==> src/rtl/msp430_ram_arb.sv <==
// msp430_ram_arb: arbitrates one single-port SRAM (low-active cen/wen, 1-cycle
// registered read) between port 0 (CPU) and port 1 (DMA/debug).
// Optional build macro MSP430_RAM_ARB_RR_EN: when defined, conflicts are resolved
// round-robin (STARVE ignored); when undefined, port 0 has fixed priority and a
// wait counter forces port 1 through after STARVE consecutive denials.
//
// Handshake: a port raises p*_req and holds it (with addr/din/wen stable) until it
// sees p*_gnt in the same cycle; the access completes in that granted cycle.
// Reads return one cycle later as p*_rvalid with p*_dout; writes never return.
module msp430_ram_arb #(
  parameter int AW       = 6,
  parameter int DW       = 16,
  parameter int MEM_SIZE = 256,
  parameter int STARVE   = 4
) (
  input  logic          ram_clk,
  input  logic          ram_rst,
  input  logic          p0_req,
  input  logic [AW-1:0] p0_addr,
  input  logic [DW-1:0] p0_din,
  input  logic [1:0]    p0_wen,
  output logic          p0_gnt,
  output logic [DW-1:0] p0_dout,
  output logic          p0_rvalid,
  input  logic          p1_req,
  input  logic [AW-1:0] p1_addr,
  input  logic [DW-1:0] p1_din,
  input  logic [1:0]    p1_wen,
  output logic          p1_gnt,
  output logic [DW-1:0] p1_dout,
  output logic          p1_rvalid,
  output logic          acc_err,
  output logic [AW-1:0] ram_addr,
  output logic [DW-1:0] ram_din,
  output logic          ram_cen,
  output logic [1:0]    ram_wen,
  input  logic [DW-1:0] ram_dout
);

  localparam int        WORDS      = MEM_SIZE / 2;
  localparam logic [3:0] STARVE_CNT = 4'(STARVE);

  // Which port (if any) is owed read data next cycle.
  typedef enum logic [1:0] {RD_NONE, RD_P0, RD_P1} rd_owner_t;

  rd_owner_t     rd_owner, rd_owner_nxt;
  logic [3:0]    wait_cnt;
  logic          rd_oor;
  logic          acc_err_q;
  logic [AW-1:0] addr_q;
  logic [DW-1:0] din_q;
  logic [DW-1:0] p0_dout_q, p1_dout_q;

  logic          gnt0, gnt1, any_gnt, in_range, is_read;
  logic [AW-1:0] win_addr;
  logic [DW-1:0] win_din;
  logic [1:0]    win_wen;
  logic [DW-1:0] rd_data;

`ifdef MSP430_RAM_ARB_RR_EN
  // 0 = port 0 was granted last, 1 = port 1 was granted last.
  logic last_gnt;
`endif

  // Pick the winner for this cycle; no grants while reset is asserted.
  always_comb begin
    gnt0 = 1'b0;
    gnt1 = 1'b0;
    if (!ram_rst) begin
`ifdef MSP430_RAM_ARB_RR_EN
      if (p0_req && p1_req) begin
        if (last_gnt) gnt0 = 1'b1;
        else          gnt1 = 1'b1;
      end else begin
        gnt0 = p0_req;
        gnt1 = p1_req;
      end
`else
      if (p1_req && (!p0_req || wait_cnt == STARVE_CNT)) gnt1 = 1'b1;
      else                                                gnt0 = p0_req;
`endif
    end
  end

  // Mux the winner onto the RAM port and work out the read-return owner.
  always_comb begin
    any_gnt      = gnt0 | gnt1;
    win_addr     = gnt1 ? p1_addr : p0_addr;
    win_din      = gnt1 ? p1_din  : p0_din;
    win_wen      = gnt1 ? p1_wen  : p0_wen;
    in_range     = 32'(win_addr) < 32'(WORDS);
    is_read      = any_gnt && (win_wen == 2'b11);
    rd_owner_nxt = RD_NONE;
    if (is_read) rd_owner_nxt = gnt1 ? RD_P1 : RD_P0;
  end

  // Output drive; address/data hold their last granted value while idle.
  always_comb begin
    p0_gnt    = gnt0;
    p1_gnt    = gnt1;
    ram_cen   = !(any_gnt && in_range);
    ram_wen   = any_gnt ? win_wen : 2'b11;
    ram_addr  = ram_rst ? '0 : (any_gnt ? win_addr : addr_q);
    ram_din   = ram_rst ? '0 : (any_gnt ? win_din  : din_q);
    rd_data   = rd_oor ? '0 : ram_dout;
    p0_rvalid = !ram_rst && (rd_owner == RD_P0);
    p1_rvalid = !ram_rst && (rd_owner == RD_P1);
    p0_dout   = ram_rst ? '0 : (p0_rvalid ? rd_data : p0_dout_q);
    p1_dout   = ram_rst ? '0 : (p1_rvalid ? rd_data : p1_dout_q);
    acc_err   = !ram_rst && acc_err_q;
  end

  // Read-owner state register plus out-of-range tracking.
  always_ff @(posedge ram_clk) begin
    if (ram_rst) begin
      rd_owner  <= RD_NONE;
      rd_oor    <= 1'b0;
      acc_err_q <= 1'b0;
    end else begin
      rd_owner  <= rd_owner_nxt;
      rd_oor    <= is_read && !in_range;
      acc_err_q <= any_gnt && !in_range;
    end
  end

  // Port-1 starvation counter, saturating at STARVE.
  always_ff @(posedge ram_clk) begin
    if (ram_rst) begin
      wait_cnt <= 4'd0;
    end else if (!p1_req || gnt1) begin
      wait_cnt <= 4'd0;
    end else if (wait_cnt != STARVE_CNT) begin
      wait_cnt <= wait_cnt + 4'd1;
    end
  end

  // Hold last RAM address/data and each port's last read data.
  always_ff @(posedge ram_clk) begin
    if (ram_rst) begin
      addr_q    <= '0;
      din_q     <= '0;
      p0_dout_q <= '0;
      p1_dout_q <= '0;
    end else begin
      if (any_gnt) begin
        addr_q <= win_addr;
        din_q  <= win_din;
      end
      if (p0_rvalid) p0_dout_q <= rd_data;
      if (p1_rvalid) p1_dout_q <= rd_data;
    end
  end

`ifdef MSP430_RAM_ARB_RR_EN
  // Remember who won last so the other port wins the next conflict.
  always_ff @(posedge ram_clk) begin
    if (ram_rst)      last_gnt <= 1'b1;
    else if (any_gnt) last_gnt <= gnt1;
  end
`endif

endmodule
==> config.mk <==
export PLATFORM = sky130hd
export DESIGN_NAME = msp430_ram_arb
export DESIGN_NICKNAME = d
export VERILOG_FILES = /design/src/rtl/msp430_ram_arb.sv
export SDC_FILE = /design/constraint.sdc
export NUM_CORES = 1
export LEC_CHECK = 0
export CAP_MARGIN = 20
export CORE_UTILIZATION = 30
export DETAILED_ROUTE_END_ITERATION = 10
export PLACE_DENSITY = 0.65
export SLEW_MARGIN = 20
export SYNTH_ARGS = -nofsm -noshare
export SYNTH_HDL_FRONTEND = slang
export SYNTH_SLANG_ARGS = --single-unit
==> constraint.sdc <==
create_clock -name ram_clk -period 2.1 [get_ports ram_clk]
set_clock_uncertainty 0.05 [all_clocks]
set_input_delay 0.315 -clock ram_clk [delete_from_list [all_inputs] [get_ports ram_clk]]
set_output_delay 0.315 -clock ram_clk [all_outputs]
set_load 0.02 [all_outputs]
== After elaboration in Yosys (flattened, before gate mapping) ==
Index checks and enable logic that the tools add are counted.
Storage, ports and cells
  bits in registers: 60
  output and inout bits: 62
  logic and storage cells: 43
Cells by class
  add/sub/neg operators: 1
  equality and inequality tests: 5
  muxes and demuxes: 17
  bitwise logic cells: 2
  reductions and logical operators: 12
Operator list (number)
  16-bit 2-to-1 mux: 7
  6-bit 2-to-1 mux: 3
  2-bit 2-to-1 mux: 3
  4-bit by 1-bit adder with 4-bit output, second input constant: 1
  2-bit == test, second input constant: 2
  4-bit by 3-bit == test with 1-bit output, second input constant: 1
  1-bit logical AND: 4
  1-bit logical NOT: 4
  1-bit 2-to-1 mux: 4
  4-bit by 3-bit != test with 1-bit output, second input constant: 1
  2-bit OR reduction: 2
  2-bit by 1-bit == test with 1-bit output, second input constant: 1
  1-bit logical OR: 2
  1-bit inverter: 1
  1-bit bitwise OR: 1

== Longest topological paths before layout ==
Gate-level depths: netlist of run 1.
  depth after elaboration: 10
  mapped depth: 7

== Least setup slack after synthesis of run 1 ==
Ideal clock, no wire load.
  path type: reg2out
  start point: register wait_cnt[0]
  end point: output ram_addr[3]
  arrival time: 1571 ps
  required time: 1735 ps
  setup slack: 164 ps
  cell stages (with the launch flop): 8
  buffers on the path: 2
  cell sequence: dfxtp_1 inv_1 ha_1 nand3b_4 o211a_1 buf_6 buf_8 a221o_1
On the way
  longest elaborated chain between the ends: 8
  elaborated cells on any way between the ends: 11
Ends and longest elaborated chain
  from (decl): line 47  | logic [3:0] wait_cnt;
  from (signal assigned): line 133  | wait_cnt <= wait_cnt + 4'd1;
  4-bit by 3-bit == test with 1-bit output: line 79  | if (p1_req && (!p0_req || wait_cnt == STARVE_CNT)) gnt1 = 1'b1;
  1-bit logical OR: line 79
  1-bit logical AND: line 79
  1-bit 2-to-1 mux: line 79
  1-bit 2-to-1 mux: line 69  | if (!ram_rst) begin
  via p0_gnt: line 22  | output logic p0_gnt,
  1-bit bitwise OR: line 87  | any_gnt = gnt0 | gnt1;
  6-bit 2-to-1 mux (2 in series)
  to (decl): line 33  | output logic [AW-1:0] ram_addr,
The timed path passes the listed nets, and every way through them passes these cells.

== Final worst setup path of run 1 ==
  start point: input ram_rst
  end point: output ram_din[12]
On the way
  longest elaborated chain between the ends: 4
  elaborated cells on any way between the ends: 6
Ends and longest elaborated chain
  from (decl): line 17  | input logic ram_rst,
  1-bit 2-to-1 mux: line 69
  16-bit 2-to-1 mux / 1-bit bitwise OR (equally long branches): line 89, 87
  16-bit 2-to-1 mux
  16-bit 2-to-1 mux *
  to (decl): line 34  | output logic [DW-1:0] ram_din,
Mark *: on every way between the ends. The rest lies on a longest branch, timed or not.

==> metrics.yaml, run 1 <==
ys.flop_type: "dfxtp_1"
fin_cells: 501
combPwrFrac_pct: 17.1
yosysMostFrequentCell: "nand2_1"
ir_worst_vdd_mv: 0.7202
die_w_um: 90.01
synth_top_area_share_pct: 51.70
final_hold_viol_count: 0
worstPathMaxFanout: 7
antenna_cells: 0
cpPeakStageDelay_ns: 0.61
p_clk_share_pct: 37.9
fin_ws_ns: -0.1655
leakage_nw: 1.662
io_pins: 130
overflow: 0
clock_latency_ns: 0.33
min_period_ns: 2.266
yosysWarnings: 0
rsz0062_at_grt: "yes"
hpwlAfterDp_mm: 4.634
cp_top_family: "buffers and inverters"
vias: 2337
finalPower_mw: 2.644
wl_per_cell_um: 13.79
clkTransAtPathRegs_ns: 0.06
ys_ff_latch: 60
met3_usage_pct: 8.206
seqPwrFrac_pct: 45.0
fin_tns_setup_ns: -3.218
cp-start-kind: "primary input"
synth_edf_count: 0
slowest_stage: "clkdlybuf4s50_1"
drc_errors: 0
status: "finished, violations left"
nets: 468
post-route-util_pct: 54.24
synth_commonest_cells: "nand2_1 (65), dfxtp_1 (60), a21oi_1 (32)"
r2r_slack_ns: 0.42
grtUsageMet2_pct: 29.07
worstPathRequired_ns: 1.74
routed_wirelength_mm: 6.911
avgSynthCellArea_um2: 9.041
setup_viol: 24
yosysTopAreaCell: "dfxtp_1"
ant_nets: 0
power_switching_mw: 0.6388
max_freq_mhz: 441.4
antenna_found_initial: 0
yosys.cell_types.count: 28
grt_pass1_vias: 2405
cap_violations: 0
rows: 31
placed_cells_incl_taps: 482
yosysSeqAreaShare_pct: 51.70
cts_buffer_depth: 2
viasPerCell: 4.665
holdWs_ns: 0.4073
top_usage_layer: "met2"
drive_gt1_share_pct: 26.12
synth_area_mm2: 0.002323
io_buffers: 128
place.gp.congestion: 0.7350
fp.coreArea_mm2: 0.007370
multi_input_area_mm2: 0.001002
async_flop_share_pct: 0
cts_buffers: 9
grt_pass1_wl_mm: 11.14
syn_nets: 327
grt_use_met1_pct: 19.08
finalCritPeriodShare_pct: 107.9
grt_max_degree: 35
synth.top_cells.by_area: "dfxtp_1 (52%), nand2_1 (11%), a21oi_1 (6.9%)"
clkSinkCount: 60
layout-area-overhead-vs-synth_pct: 72.05
switching_share_pct: 24.16
cp_num_buf_inv: 3
start_util_pct: 31.53
cts_tree: "built"
power_density_mw_per_mm2: 661.4
netlist_instances: 257
die_h_um: 90.01
crit_path_cell_trace: "clkdlybuf4s50_1, nand2b_1, a21oi_4, clkbuf_16, a221o_2, buf_6"
violations: "negative setup slack"
holdCritPathClass: "reg -> reg"
worst_setup_path_end_kind: "output pin"
die_area_mm2: 0.008101
crit_type: "in -> out"
cts.htree.levels: 3
nFillCells: 699
clockRootBuffer: "clkbuf_8"
drt_first_pass_iters: 4
internal_power_mw: 2.005
grtUsageTotal_pct: 17.43
seq_area_mm2: 0.001202
cp.arrival_ns: 1.90
slew_violations: 0
drtIter0Drc: 46
==> path summary, 6_finish.rpt <==
check	start	end	cells past startpoint
setup reg to reg	wait_cnt[1]	addr_q[0]	7
hold / removal	p1_dout_q[15]	p1_dout_q[15]	2
setup / recovery	ram_rst	ram_din[12]	6
hold reg to reg	p1_dout_q[15]	p1_dout_q[15]	2
==> flip-flops by register name (all words and copies together), names as in the netlist <==
| signal | flops |
|---|---|
| addr_q | 6 |
| din_q | 16 |
| p0_dout_q | 16 |
| p1_dout_q | 16 |
| rd_owner | 2 |
| wait_cnt | 4 |
==> power groups by stage <==
| stage | clock (mW) | sequential [mW] | combinational [mW] |
|---|---|---|---|
| 6_report | 1.00 | 1.19 | 0.451 |
| 4_1_cts | 1.04 | 1.19 | 0.447 |
| 3_3_place_gp | 0 | 1.21 | 0.426 |
| 2_1_floorplan | 0 | 1.21 | 0.174 |
| 5_1_grt | 1.09 | 1.19 | 0.481 |
| 3_5_place_dp | 0 | 1.21 | 0.427 |
==> per-layer routing <==
| layer | up-vias | wire length, µm |
|---|---|---|
| li1 | 1149 | - |
| met1 | 1054 | 2888 |
| met2 | 127 | 3144 |
| met3 | 7 | 798 |
| met4 | 0 | 80 |
| met5 | - | 0 |
==> area by class of cell <==
class | instances | area share [%]
well taps | 99 | 3.099
flip-flops and latches | 60 | 30.08
clock inverters | 5 | 1.315
inverters | 9 | 0.8451
repair buffers | 150 | 36.15
clock buffers | 10 | 3.443
multi-input cells | 168 | 25.07
==> cells by family after synthesis <==
group / synth area share [%]
simple gates: 21.00
flops: 51.70
compound gates: 18.36
buf+inv: 6.892
fa+ha+maj: 1.077
other cells: 0.1614
xor+xnor: 0.3770
mux: 0.4308
==> worst reg2reg max path: cells and delay by family, from the launching register on <==
family | cells | cell delay (ns)
buf+inv | 3 | 0.35
flops | 1 | 0.32
fa+ha+maj | 1 | 0.15
simple gates | 1 | 0.08
compound gates | 2 | 0.62
==> cell usage in the layout, fill, tap and decap left out, types with 5 or more instances in the layout <==
| cell | synthesis | layout |
|---|---|---|
| clkbuf_2 | 0 | 26 |
| buf_4 | 2 | 13 |
| clkdlybuf4s15_1 | 0 | 5 |
| dlygate4sd2_1 | 0 | 5 |
| nand2_1 | 65 | 65 |
| buf_12 | 0 | 6 |
| inv_1 | 9 | 7 |
| a221o_1 | 16 | 16 |
| nor3_1 | 5 | 5 |
| clkbuf_8 | 0 | 10 |
| and2_1 | 22 | 22 |
| a21oi_1 | 32 | 32 |
| a221o_2 | 6 | 6 |
| clkdlybuf4s50_1 | 0 | 67 |
| dfxtp_1 | 60 | 59 |
| buf_6 | 2 | 26 |
==> through the flow <==
stage | setup WS [ns] | area, µm²
CTS | -0.1751 | 4048
detailed placement | -0.5327 | 3800
finish | -0.1655 | 3998
floorplan | 0.1637 | 2323
global route | -0.2416 | 3998
global placement | -0.5060 | 3800
==> timing repair <==
action                                  4_1_cts  5_1_grt
hold buffers                                  0        0
setup buffers                                 1        1
pin swaps                                    25        5
resized for setup                           195       62
cloned                                        1        1
endpoints found under the setup margin       60       58
Note: power is estimated with default switching activity, not from simulation.
==> run 2, diff against run 1 <==
Settings changed: CORE_ASPECT_RATIO set to 1.1.
==> run 2 against run 1 <==
  * The run still ends with negative setup slack left
  * First-iteration DRC count grew 24%
  * Critical path depth grew 1
  * Final cell count grew 1.8%
  * Die area is essentially flat
  * Count of clock-buffer cells in the layout shrank 1
  * Combinational power grew 1%
  * Core utilization shrank 0.051 points
  * Critical path type is now reg -> out
==> metrics.yaml, run 2 (same netlist as run 1, synthesis figures left out) <==
status: "finished, violations left"  # unchanged
violations: "negative setup slack"  # unchanged
power_switching_mw: 0.6805  # was 0.6388 mW
cp_top_family: "compound AO/OA/AOI/OAI gates"  # was buffers and inverters
holdCritPathClass: "reg -> reg"  # unchanged
crit_type: "reg -> out"  # was in -> out
fin_ws_ns: -0.2163  # was -0.1655 ns
grt_pass1_vias: 2380  # was 2405
r2r-end: "addr_q[4]"  # was addr_q[0]
cap_violations: 0  # unchanged
min_period_ns: 2.316  # was 2.266 ns
layout-area-overhead-vs-synth_pct: 74.31  # was 72.05%
cp.arrival_ns: 1.95  # was 1.90 ns
min_to: "p1_dout_q[10]"  # was p1_dout_q[15]
antenna_found_initial: 0  # unchanged
drc_errors: 0  # unchanged
clkTransAtPathRegs_ns: 0.07  # was 0.06 ns
placed_cells_incl_taps: 491  # was 482
wl_per_cell_um: 13.89  # was 13.79 µm
ir_worst_vdd_mv: 0.5715  # was 0.7202 mV
finalCritPeriodShare_pct: 110.3  # was 107.9%
clock_latency_ns: 0.33  # about the same
io_buffers: 128  # unchanged
hold_path_depth: 2  # unchanged
final_cell_mix: "nand2_1 (65), clkdlybuf4s50_1 (65), dfxtp_1 (59), a21oi_1 (32), clkbuf_2 (30)"  # was clkdlybuf4s50_1 (67), nand2_1 (65), dfxtp_1 (59), a21oi_1 (32)
slowest_stage: "a221o_2"  # was clkdlybuf4s50_1
overflow: 0  # unchanged
cpPeakStageDelay_ns: 0.38  # was 0.61 ns
rows: 33  # was 31
clockRootBuffer: "clkbuf_8"  # unchanged
final_hold_viol_count: 0  # unchanged
internal_power_mw: 2.223  # was 2.005 mW
grt_pass1_wl_mm: 11.39  # was 11.14 mm
path_depth: 7  # was 6
slew_violations: 0  # unchanged
grtUsageTotal_pct: 18.47  # was 17.43%
crit_path_cell_trace: "inv_2, ha_4, nand3b_4, o211a_4, buf_12, a221o_2, buf_2"  # was clkdlybuf4s50_1, nand2b_1, a21oi_4, clkbuf_16, a221o_2, buf_6
fin_cells: 510  # was 501
nFillCells: 708  # was 699
io_pins: 130  # unchanged
setup_viol: 23  # was 24
switching_share_pct: 23.44  # was 24.16%
fp.coreArea_mm2: 0.007473  # was 0.007370 mm²
finalPower_mw: 2.904  # was 2.644 mW
r2r_slack_ns: 0.47  # was 0.42 ns
cts_buffer_depth: 2  # unchanged
holdWs_ns: 0.4092  # was 0.4073 ns
start_util_pct: 31.09  # was 31.53%
hp-start: "p1_dout_q[10]"  # was p1_dout_q[15]
clkSinkCount: 60  # unchanged
cp-start-kind: "flip-flop"  # was primary input
antenna_cells: 0  # unchanged
die_w_um: 85.91  # was 90.01 µm
power_density_mw_per_mm2: 716.9  # was 661.4 mW/mm²
seqPwrFrac_pct: 41.0  # was 45.0%
drtIter0Drc: 57  # was 46
cts_setup_buffers: 0  # was 1
reg2reg_from: "wait_cnt[1]"  # unchanged
drive_gt1_share_pct: 28.89  # was 26.12%
place.gp.congestion: 0.7033  # was 0.7350
cts_buffers: 9  # unchanged
worstPathRequired_ns: 1.74  # about the same
p_clk_share_pct: 43.3  # was 37.9%
ant_nets: 0  # unchanged
drt_first_pass_iters: 4  # unchanged
vias: 2348  # was 2337
combPwrFrac_pct: 15.7  # was 17.1%
worstPathMaxFanout: 5  # was 7
grt_max_degree: 29  # was 35
die_area_mm2: 0.008101  # about the same
viasPerCell: 4.604  # was 4.665
cts_hold_buf: 0  # unchanged
reg.largest.list: "din_q (16), p0_dout_q (16), p1_dout_q (16)"  # unchanged
routed_wirelength_mm: 7.083  # was 6.911 mm
nets: 470  # was 468
leakage_nw: 1.710  # was 1.662 nW
max_freq_mhz: 431.7  # was 441.4 MHz
cts_tree: "built"  # unchanged
die_h_um: 94.30  # was 90.01 µm
worst_setup_path_end_kind: "output pin"  # unchanged
hpwlAfterDp_mm: 4.927  # was 4.634 mm
cp_num_buf_inv: 3  # unchanged
rr_worst_depth: 6  # was 7
rsz0062_at_grt: "yes"  # unchanged
cts.htree.levels: 3  # unchanged
-- run 2: per-stage QoR --
stage	util, %	worst slack (ns)	TNS [ns]	instance area [µm²]
global placement	51.05	-1.012	-36.71	3815
finish	54.19	-0.2163	-3.746	4050
detailed placement	51.20	-0.6765	-26.32	3826
CTS	54.96	-0.2430	-4.219	4108
floorplan	-	0.1637	0	2323
global route	54.19	-0.2783	-5.428	4050
-- run 2: layout make-up --
cell class	count	area, µm²	share of cell area (%)
repair buffers	152	1435	35.43
multi-input cells	168	1008	24.90
clock buffers	9	123.9	3.058
clock inverters	7	115.1	2.842
flip-flops and latches	60	1202	29.69
well taps	105	131.4	3.244
inverters	9	33.78	0.8341
-- run 2: worst register-to-register path, stage by stage (launching register included) --
cell and delay, ns:
dfxtp_2 0.32, inv_2 0.06, ha_4 0.15, nand3b_4 0.08
o211a_4 0.30, clkbuf_16 0.18, a221o_1 0.37
-- run 2: power groups by stage --
stage / registers [mW] / logic [mW] / clock network (mW)
floorplan: 1.21 / 0.174 / 0
global placement: 1.22 / 0.428 / 0
detailed placement: 1.21 / 0.432 / 0
CTS: 1.19 / 0.445 / 1.29
global route: 1.19 / 0.488 / 1.34
finish: 1.19 / 0.457 / 1.26
-- run 2: worst max path at each step --
stage	start	to	slack, ns
2_1_floorplan	wait_cnt[0]	ram_addr[3]	0.16
3_3_place_gp	ram_rst	ram_din[6]	-1.01
3_5_place_dp	ram_rst	ram_addr[3]	-0.68
4_1_cts	wait_cnt[1]	ram_din[12]	-0.24
5_1_grt	wait_cnt[1]	ram_din[15]	-0.28
6_report	wait_cnt[1]	ram_din[12]	-0.22
-- run 2: timing repair --
| action | CTS | global route |
|---|---|---|
| cloned | 2 | 1 |
| resized for setup | 194 | 77 |
| pin swaps | 17 | 3 |
| setup endpoints to repair | 61 | 58 |
-- run 2: routing by layer --
| layer | wire, µm | track usage (%) | up-vias | part of all wire [%] |
|---|---|---|---|---|
| met4 | 85 | 8.750 | 0 | 1.2 |
| met3 | 756 | 8.348 | 7 | 11 |
| met2 | 3301 | 30.16 | 120 | 47 |
| met5 | 0 | 0 | - | 0 |
| met1 | 2939 | 20.47 | 1070 | 41 |
| li1 | - | - | 1151 | - |
==> run 3, diff against run 2 <==
Settings changed: CAP_MARGIN 20 to 10, SETUP_SLACK_MARGIN set to 0.5.
==> run 3 against run 2 <==
  * The flow still finishes with violations (negative setup slack)
  * First-iteration DRC count decreased by 23%
  * Setup slack better by 0.039 ns
  * Core utilization rose by 18 points
  * Critical path type unchanged
  * Count of clock-buffer cells in the layout is 2 higher
  * Maximum frequency is 1.7% higher
  * Highest routed layer unchanged
  * Sequential power barely moved
  * Die area unchanged
  * Non-clock buffer count grew 52
  * Power grew 2.0%
==> metrics.yaml, run 3 (same netlist as run 1, synthesis figures left out) <==
cp.arrival_ns: 1.91  # was 1.95 ns
io_pins: 130  # unchanged
reg.largest.list: "din_q (16), p0_dout_q (16), p1_dout_q (16)"  # unchanged
status: "finished, violations left"  # unchanged
nFillCells: 521  # was 708
grt_pass1_wl_mm: 12.14  # was 11.39 mm
antenna_cells: 0  # unchanged
cts_buffer_depth: 2  # unchanged
worst_setup_path_end_kind: "output pin"  # unchanged
vias: 2633  # was 2348
ant_nets: 0  # unchanged
fp.coreArea_mm2: 0.007473  # unchanged
routed_wirelength_mm: 9.352  # was 7.083 mm
drive_gt1_share_pct: 55.26  # was 28.89%
holdCritPathClass: "reg -> reg"  # unchanged
max_freq_mhz: 439.1  # was 431.7 MHz
wl_per_cell_um: 16.67  # was 13.89 µm
worstPathMaxFanout: 6  # was 5
drtIter0Drc: 44  # was 57
cts_buffers: 9  # unchanged
power_density_mw_per_mm2: 547.3  # was 716.9 mW/mm²
grtUsageTotal_pct: 19.67  # was 18.47%
holdWs_ns: 0.4193  # was 0.4092 ns
crit_type: "reg -> out"  # unchanged
leakage_nw: 2.298  # was 1.710 nW
slew_violations: 0  # unchanged
antenna_found_initial: 0  # unchanged
drc_errors: 0  # unchanged
fin_tns_setup_ns: -3.277  # was -3.746 ns
viasPerCell: 4.693  # was 4.604
drt_first_pass_iters: 4  # unchanged
hpwlAfterDp_mm: 4.878  # was 4.927 mm
die_w_um: 85.91  # unchanged
tightestPinTransition_ns: 0.8482
overflow: 0  # unchanged
final_cell_mix: "buf_6 (82), clkdlybuf4s50_1 (66), dfxtp_1 (56), buf_4 (37), nand2_4 (34)"  # was nand2_1 (65), clkdlybuf4s50_1 (65), dfxtp_1 (59), a21oi_1 (32), clkbuf_2 (30)
rows: 33  # unchanged
layout-area-overhead-vs-synth_pct: 133.0  # was 74.31%
grt_pass1_vias: 2548  # was 2380
setup_viol: 24  # was 23
violations: "negative setup slack"  # unchanged
slew_headroom_pct: 43.45
clkSinkCount: 60  # unchanged
final_common_cell: "buf_6"
io_buffers: 128  # unchanged
grt_max_degree: 35  # was 29
start_util_pct: 31.09  # unchanged
cp-start-kind: "flip-flop"  # unchanged
cts_tree: "built"  # unchanged
die_area_mm2: 0.008101  # unchanged
cts.htree.levels: 3  # unchanged
worstPathRequired_ns: 1.74  # about the same
fin_ws_ns: -0.1776  # was -0.2163 ns
min_period_ns: 2.278  # was 2.316 ns
ir_worst_vdd_mv: 0.3171  # was 0.5715 mV
final_hold_viol_count: 0  # unchanged
die_h_um: 94.30  # unchanged
nets: 522  # was 470
finalCritPeriodShare_pct: 108.5  # was 110.3%
clockRootBuffer: "clkbuf_8"  # unchanged
cap_violations: 0  # unchanged
clock_latency_ns: 0.33  # about the same
rsz0062_at_grt: "yes"  # unchanged
clkTransAtPathRegs_ns: 0.07  # about the same
place.gp.congestion: 0.7501  # was 0.7033
## run 3: power breakdown
group          switching [mW]  internal (mW)
clock                   0.460          0.725
combinational           0.261          0.325
sequential             0.0124           1.18
total                   0.733           2.23
## run 3: critical path, stage by stage, from the launching register on
cell and delay [ns]:
dfxtp_2 0.33, inv_2 0.04, ha_4 0.16, nand3b_4 0.08, buf_6 0.11, a21oi_4 0.07, buf_12 0.14, buf_16 0.13
a221o_2 0.37, buf_6 0.14
## run 3: through the flow
step	util, %	instance area [µm²]	instances	worst slack, ns	total power [mW]
floorplan	-	2424	257	0.2567	1.398
global placement	51.88	3877	488	-0.5010	1.647
detailed placement	51.88	3877	488	-0.5147	1.652
CTS	62.48	4669	534	-0.1951	2.900
global route	72.43	5413	561	-0.2531	3.079
finish	72.43	5413	561	-0.1776	2.962
## run 3: layout make-up
type,count,area [µm²],share of cell area [%]
well taps,105,131.4,2.427
inverters,9,33.78,0.6241
multi-input cells,168,1598,29.52
clock inverters,4,72.57,1.341
clock buffers,11,151.4,2.797
repair buffers,204,2215,40.92
flip-flops and latches,60,1211,22.38
## run 3: routing by layer
metal	routed length [µm]	vias to the layer above	track usage, %
li1	-	1265	-
met1	3632	1241	21.79
met2	4833	115	33.60
met3	770	12	7.821
met4	116	0	7.917
met5	0	-	0
## run 3: final timing paths
check                                   from       endpoint  slack, ns  cells past startpoint
worst max-delay path             wait_cnt[1]    ram_din[12]      -0.18                      9
worst min-delay path            p1_dout_q[1]   p1_dout_q[1]       0.42                      2
worst max register to register   rd_owner[1]  p0_dout_q[14]       0.20                     13
worst min register to register  p1_dout_q[1]   p1_dout_q[1]       0.42                      2
## run 3: repair_timing
item                                    CTS  global route
gates cloned                              4             2
hold buffers                              0             0
gates resized for setup                 426           104
pin swaps                                40            42
setup buffers                            27            25
endpoints found under the setup margin   66            82
